===== src/rtl/btn_evt_pkg.sv =====
// Shared types and helpers for the button event decoder.
// BTN_EVT_REPEAT_EN (optional, undefined by default) enables auto-repeat in
// button_event_decoder.
package btn_evt_pkg;

  // Decoder FSM states.
  // ARM:  waiting for the button to be released after reset.
  // IDLE: ready for a new press.
  // HELD: pressed, hold time not yet long.
  // LONG: pressed past the long threshold.
  typedef enum logic [1:0] {
    ARM  = 2'd0,
    IDLE = 2'd1,
    HELD = 2'd2,
    LONG = 2'd3
  } btn_state_t;

  // Convert a duration in milliseconds into clock cycles.
  function automatic int unsigned ms_to_ticks(input int unsigned clk_hz,
                                              input int unsigned ms);
    return clk_hz / 1000 * ms;
  endfunction

endpackage


===== src/rtl/btn_hold_timer.sv =====
// Loadable down-counter with enable and terminal-count pulse.
// load has priority over en. While en is high the counter decrements, stops
// at zero, and raises tc for every enabled cycle spent at zero.
module btn_hold_timer #(
  parameter int          WIDTH    = 4,
  parameter int unsigned LOAD_VAL = 7
) (
  input  logic clk,
  input  logic rst,
  input  logic load,
  input  logic en,
  output logic tc
);

  localparam logic [WIDTH-1:0] LOAD_V = WIDTH'(LOAD_VAL);

  logic [WIDTH-1:0] count;

  // Counter register: load, decrement while enabled, hold at zero.
  // NOTE: sequential state uses non-blocking assignments so every register
  // samples the pre-edge values of the others, independent of block order.
  always_ff @(posedge clk) begin
    if (rst) begin
      count <= '0;
    end else if (load) begin
      count <= LOAD_V;
    end else if (en && (count != '0)) begin
      count <= count - WIDTH'(1);
    end
  end

  assign tc = en && (count == '0);

endmodule


===== src/rtl/button_event_decoder.sv =====
// Button event decoder: turns a debounced button level into single-cycle
// press / release / short / long / auto-repeat pulses plus a held level.
// All outputs are registered; reset is synchronous and active-high.
// The release pulse is named release_evt because "release" is a
// SystemVerilog keyword.
// Optional macro BTN_EVT_REPEAT_EN: when defined, repeat_evt pulses every
// TICKS_REP cycles after long_press; when undefined, repeat_evt is tied 0.
module button_event_decoder
  import btn_evt_pkg::*;
#(
  parameter int unsigned CLK_HZ    = 100_000_000,
  parameter int unsigned LONG_MS   = 1000,
  parameter int unsigned REPEAT_MS = 200
) (
  input  logic clk,
  input  logic rst,
  input  logic bt,
  output logic press,
  output logic release_evt,
  output logic short_press,
  output logic long_press,
  output logic repeat_evt,
  output logic held
);

  localparam int unsigned TICKS_LONG = ms_to_ticks(CLK_HZ, LONG_MS);
  localparam int unsigned TICKS_REP  = ms_to_ticks(CLK_HZ, REPEAT_MS);
  localparam int          W_LONG     = (TICKS_LONG < 2) ? 1 : $clog2(TICKS_LONG);

  if (TICKS_LONG < 2) begin : g_bad_long
    $error("button_event_decoder: TICKS_LONG must be >= 2");
  end
  if (TICKS_REP < 2) begin : g_bad_rep
    $error("button_event_decoder: TICKS_REP must be >= 2");
  end

  btn_state_t state;

  logic hold_load;
  logic hold_en;
  logic hold_tc;

  // Hold timer is armed on the press edge and runs only while HELD; it
  // reaches zero after TICKS_LONG-1 decrements, so the long edge lands
  // exactly TICKS_LONG cycles after the press edge.
  assign hold_load = (state == IDLE) && bt;
  assign hold_en   = (state == HELD);

  btn_hold_timer #(
    .WIDTH    (W_LONG),
    .LOAD_VAL (TICKS_LONG - 1)
  ) u_hold_timer (
    .clk  (clk),
    .rst  (rst),
    .load (hold_load),
    .en   (hold_en),
    .tc   (hold_tc)
  );

`ifdef BTN_EVT_REPEAT_EN
  localparam int W_REP = $clog2(TICKS_REP);

  logic rep_load;
  logic rep_en;
  logic rep_tc;

  // Repeat timer starts on the long edge and reloads on every pulse.
  assign rep_load = ((state == HELD) && bt && hold_tc) || rep_tc;
  assign rep_en   = (state == LONG);

  btn_hold_timer #(
    .WIDTH    (W_REP),
    .LOAD_VAL (TICKS_REP - 1)
  ) u_rep_timer (
    .clk  (clk),
    .rst  (rst),
    .load (rep_load),
    .en   (rep_en),
    .tc   (rep_tc)
  );

  // Repeat pulse register; a release on the same edge suppresses it.
  always_ff @(posedge clk) begin
    if (rst) begin
      repeat_evt <= 1'b0;
    end else begin
      repeat_evt <= (state == LONG) && bt && rep_tc;
    end
  end
`else
  assign repeat_evt = 1'b0;
`endif

  // Main FSM with registered event outputs; pulses default low each cycle.
  always_ff @(posedge clk) begin
    if (rst) begin
      state       <= ARM;
      press       <= 1'b0;
      release_evt <= 1'b0;
      short_press <= 1'b0;
      long_press  <= 1'b0;
      held        <= 1'b0;
    end else begin
      press       <= 1'b0;
      release_evt <= 1'b0;
      short_press <= 1'b0;
      long_press  <= 1'b0;
      case (state)
        ARM: begin
          if (!bt) state <= IDLE;
        end
        IDLE: begin
          if (bt) begin
            state <= HELD;
            press <= 1'b1;
            held  <= 1'b1;
          end
        end
        HELD: begin
          if (!bt) begin
            state       <= IDLE;
            release_evt <= 1'b1;
            short_press <= 1'b1;
            held        <= 1'b0;
          end else if (hold_tc) begin
            state      <= LONG;
            long_press <= 1'b1;
          end
        end
        LONG: begin
          if (!bt) begin
            state       <= IDLE;
            release_evt <= 1'b1;
            held        <= 1'b0;
          end
        end
        default: begin
          state <= ARM;
          held  <= 1'b0;
        end
      endcase
    end
  end

endmodule

===== config.mk =====
export PLATFORM = sky130hd
export DESIGN_NAME = button_event_decoder
export DESIGN_NICKNAME = d
export VERILOG_FILES = /design/src/rtl/btn_evt_pkg.sv /design/src/rtl/btn_hold_timer.sv /design/src/rtl/button_event_decoder.sv
export SDC_FILE = /design/constraint.sdc
export NUM_CORES = 1
export LEC_CHECK = 0
export ABC_AREA = 0
export BUFFER_PORTS_ARGS = -buffer_cell sky130_fd_sc_hd__buf_2
export CAP_MARGIN = 10
export CELL_PAD_IN_SITES_DETAIL_PLACEMENT = 1
export CELL_PAD_IN_SITES_GLOBAL_PLACEMENT = 2
export CORE_ASPECT_RATIO = 0.8
export CORE_MARGIN = 1
export CORE_UTILIZATION = 41
export CTS_BUF_LIST = sky130_fd_sc_hd__clkbuf_2 sky130_fd_sc_hd__clkbuf_4 sky130_fd_sc_hd__clkbuf_8
export CTS_CLUSTER_SIZE = 28
export DETAILED_ROUTE_END_ITERATION = 10
export PLACE_DENSITY = 0.94
export SETUP_SLACK_MARGIN = 0.4
export SLEW_MARGIN = 10
export SYNTH_ARGS = -nofsm -noshare
export SYNTH_HDL_FRONTEND = slang
export SYNTH_SLANG_ARGS = --single-unit

===== constraint.sdc =====
create_clock -name clk -period 4.5 [get_ports clk]
set_input_delay 0.675 -clock clk [delete_from_list [all_inputs] [get_ports clk]]
set_output_delay 0.675 -clock clk [all_outputs]
set_load 0.02 [all_outputs]

# After elaboration in Yosys (flattened, before gate mapping)
# Cells that the tools add are included.
# W data, S select, Z words.
# totals
romBits	0
n_memories	0
ramBits	0
latch_bits	0
reg_bits	34
# classes
div_mod_pow	0
order_cmp	0
n_mul	0
shift	0
add_sub_neg	1
bitwise_logic	4
muxes	13
n_reduce_logical	17
n_eq_ne	7
# ops
op	n
$mux W27	2
$logic_not A27 Y1	1
$reduce_bool A27 Y1	1
$sub A27 B1 Y27 const B	1
$reduce_or A2 Y1	6
$mux W2	4
$ne A2 B2 Y1 const B	3
$pmux W2 S3	1
$reduce_and A3 Y1	2
$mux W1	5
$eq A2 B2 Y1 const B	2
$not A1 Y1	4
$reduce_bool A2 Y1	2
$logic_and A1 B1 Y1	3
$ne A3 B3 Y1 const B	1
$reduce_or A3 Y1	1
$eq A2 B1 Y1 const B	1
$logic_not A2 Y1	1
$pmux W1 S2	1

# Longest topological paths before layout
# depth
ltp_word	5
ltp_mapped	8

# Cells and area by module
# Synthesis repeated with hierarchy kept, for this count alone.
# hier_totals
hier_cells	198
hier_area_um2	1766.7
# by_module_without_submodules
mod	n_inst	area_per_inst_um2	cells_per_inst
btn_hold_timer	1	1427.6	161
button_event_decoder	1	339.1	37

# Worst setup path after synthesis
# OpenSTA, ideal clock, no wires.
# synth_path
path_kind	register to register
startpoint	register state[0]
endpoint	register u_hold_timer.count[25]
n_path_buf	2
required_time_ps	4430
path_slack_ps	1902
setup_ps	70
arrival_ps	2528
synth_period_minus_slack_ps	2598
stages_incl_launch_ff	9
cell_sequence	dfxtp_1 > inv_1 > ha_1 > clkbuf_1 > or4b_2 > or4b_1 > buf_2 > or4_1 > a21oi_1
# synth_between
elab_chain_len	3
word_cells_on_any_way	5
# synth_rtl
element	line_no	rtl
start, declared	button_event_decoder.sv:37	btn_state_t state;
start signal, assigned	button_event_decoder.sv:97	state <= ARM;
start signal, assigned	button_event_decoder.sv:110	if (!bt) state <= IDLE;
start signal, assigned	button_event_decoder.sv:114	state <= HELD;
$eq A2 B1 Y1	button_event_decoder.sv:46	assign hold_load = (state == IDLE) && bt;
$logic_and A1 B1 Y1	button_event_decoder.sv:46	
$reduce_or A2 Y1 (no source line)	--	
end signal, assigned	btn_hold_timer.sv:28	count <= count - WIDTH'(1);
end, declared	btn_hold_timer.sv:17	logic [WIDTH-1:0] count;
# Parallel ways exist; a longest one is shown, timed or not.
# A chain may end at the register's enable or synchronous reset.

# Worst setup path in the final report
# Ends and elaborated chain as after synthesis.

==> results.ini <==
[run_status]
status = finished clean

[synth]
netlist.area_leader.share_pct = 40.1
synthArstFlopShare_pct = 0
ys_types = 48
yosysMostFrequentCell = dfxtp_1
yosysSeqAreaShare_pct = 40.1
synth_seq_cells = 34
synth_cells = 199
synth_fp_nets = 207
synth.top_cells.by_count = dfxtp_1 (34), nor2_1 (20), a21oi_1 (16), nor3_1 (12)
netlist_area_um2 = 1700
ys.flop_type = dfxtp_1
yosysTopAreaCell = dfxtp_1
ys_warn_count = 0
synth_area_leaders = dfxtp_1 (40%), a21oi_1 (4.7%), nor2_1 (4.4%)
avgSynthCellArea_um2 = 8.52
synth_edf_count = 0

[layout]
diodes = 0
fillerInstances = 460
post_route_cells_drive_above_1_share_pct = 10.4
area_growth_pct = 8.27
final_nets = 210

[timing]
max_slew.worst_pin.slew_ps = 756
period_needed_ps = 2800
clock_skew_ps = 3.99
finalHoldViolations = 0
period_share_pct = 62.2
rsz0062_at_grt = no
drv_slew = 0
hold_ws_ps = 473
fmax_mhz = 357
fin_setup_tns_ps = 0
setup_viol = 0
slew_headroom_pct = 49.5

[hold_path]
hp-class = reg -> reg
min_path_cells = 2
holdPathEnd = u_hold_timer.count[17]$_SDFFE_PP0P_
min_from = u_hold_timer.count[17]$_SDFFE_PP0P_

[power]
power.density_nw_per_um2 = 760
ir_drop_mv = 0.334
p_leak_nw = 0.676

[global_route]
grt_pass1_wl_um = 6960
grt_max_degree = 28
grt_pass1_vias = 1457
antenna_found_initial = 0
track_usage_pct = 21.5
grt-ovfl-total = 0

[worst_setup_path]
worst_setup_path_start_kind = flip-flop
r2r_start = state[0]$_SDFFE_PP0P_
crit_required_ps = 4720
critical_path_class = reg -> reg
r2r_slack_ps = 1700
endpoint_kind = flip-flop
r2r_end = u_hold_timer.count[25]$_SDFFE_PP0P_
crit_fanout = 9
rr_worst_depth = 6
cp.arrival_ps = 3020

[clock_network]
cts_buffers = 5
clock_latency_ps = 290
cts_hold_buffers = 0
cts-root-buf = clkbuf_8
clockBufferDepth = 2
cts_setup_buffers = 0
cts.reportedPaths.clkPinSlew_ps = 60
clock_sinks = 34
htree_levels = 2
ctsResizeCount = 0
cts_tree = yes

[floorplan]
initial_utilization_pct = 43.7
dieHeight_um = 59.5
die_w_um = 73.9
row_count = 20
die_area_um2 = 4400
io_pins = 9
coreArea_um2 = 3880

[route]
ant_nets = 0
drtIter0Drc = 62
firstDrtPassIters = 4
via_per_inst = 5.89
wl_per_cell_um = 16.2
wl_um = 4150
num_vias = 1513
drt_drc_violations_left = 0

[placement]
routabilityCongestion = 0.771
portBuffers = 7
dp.final_hpwl_um = 2960

[flow_run]
maxCapViolations = 0

## state kept, by name, summed over array words and instances, names as in the netlist
name and flops:
held 1, long_press 1, press 1, release_evt 1
short_press 1, state 2, u_hold_timer.count 27
## per-stage QoR
step / instances / cell area, um2 / power [mW] / utilization [%] / worst slack, ps
global route: 257 / 1840 / 1.51 / 47.3 / 1600
CTS: 257 / 1840 / 1.40 / 47.3 / 1710
finish: 257 / 1840 / 1.39 / 47.3 / 1700
detailed placement: 250 / 1750 / 1.17 / 45.2 / 1730
floorplan: 199 / 1700 / 1.01 / - / 1900
global placement: 250 / 1750 / 1.12 / 45.2 / 1860
## power by group
part           internal [mW]  switching (mW)  leakage [nW]
Clock                  0.118           0.104        0.0452
Sequential             0.395          0.0962         0.278
Combinational          0.241           0.440         0.353
## metal layers
layer,up-vias,share of wire (%),GRT usage [%]
met3,8,3.3,6.97
met5,-,0,0
met1,737,48,27.8
met4,0,1.5,7.42
met2,20,47,33.7
li1,748,-,-
## cell usage in the layout (no fill, tap or decap), types with 2 or more instances in the layout
cell type and count:
dfxtp_1 34, nor2_1 20, a21oi_1 16, nor3_1 12, o31ai_1 8, or3_1 8, xor2_1 8, inv_1 7
nand2_1 7, a31oi_1 7, buf_2 7, or4_1 5, nand4_1 5, o21ai_0 5, ha_1 5, clkbuf_8 5
nand3_1 4, nor4_1 3, a311oi_1 3, or2_2 2, nor4b_1 2, o41ai_1 2, o211ai_1 2, clkbuf_4 2
## worst max path at each step
stage                           from                                   to  slack (ps)  cells past startpoint
2_1_floorplan  state[0]$_SDFFE_PP0P_  u_hold_timer.count[25]$_SDFFE_PP0P_        1900                      8
3_3_place_gp   state[0]$_SDFFE_PP0P_  u_hold_timer.count[25]$_SDFFE_PP0P_        1860                      6
3_5_place_dp   state[1]$_SDFFE_PP0P_  u_hold_timer.count[25]$_SDFFE_PP0P_        1730                      5
4_1_cts        state[0]$_SDFFE_PP0P_  u_hold_timer.count[25]$_SDFFE_PP0P_        1710                      6
5_1_grt        state[0]$_SDFFE_PP0P_  u_hold_timer.count[25]$_SDFFE_PP0P_        1600                      6
6_report       state[0]$_SDFFE_PP0P_  u_hold_timer.count[25]$_SDFFE_PP0P_        1700                      6
## critical path, cell delays in order (launching register included)
cell	delay, ps
dfxtp_1	350
inv_1	90
ha_1	340
or4b_2	680
or4b_1	660
or4_1	450
a21oi_1	140
## logic make-up after synthesis
family	share of synthesized area [%]
flops	40.1
fa+ha+maj	3.69
mux	1.25
other cells	0.221
xor+xnor	4.65
buf+inv	4.35
simple gates	25.2
compound gates	20.5
## layout make-up
type                       instances  area (um2)  share of cell area, %
tap                               55        68.8                   3.75
sequential                        34         681                   37.1
multi-input combinational        147         941                   51.3
clock buffer                       7        83.8                   4.57
timing repair buffer               7        35.0                   1.91
inverter                           7        26.3                   1.43
No activity file was read; power rests on OpenSTA's default activity.
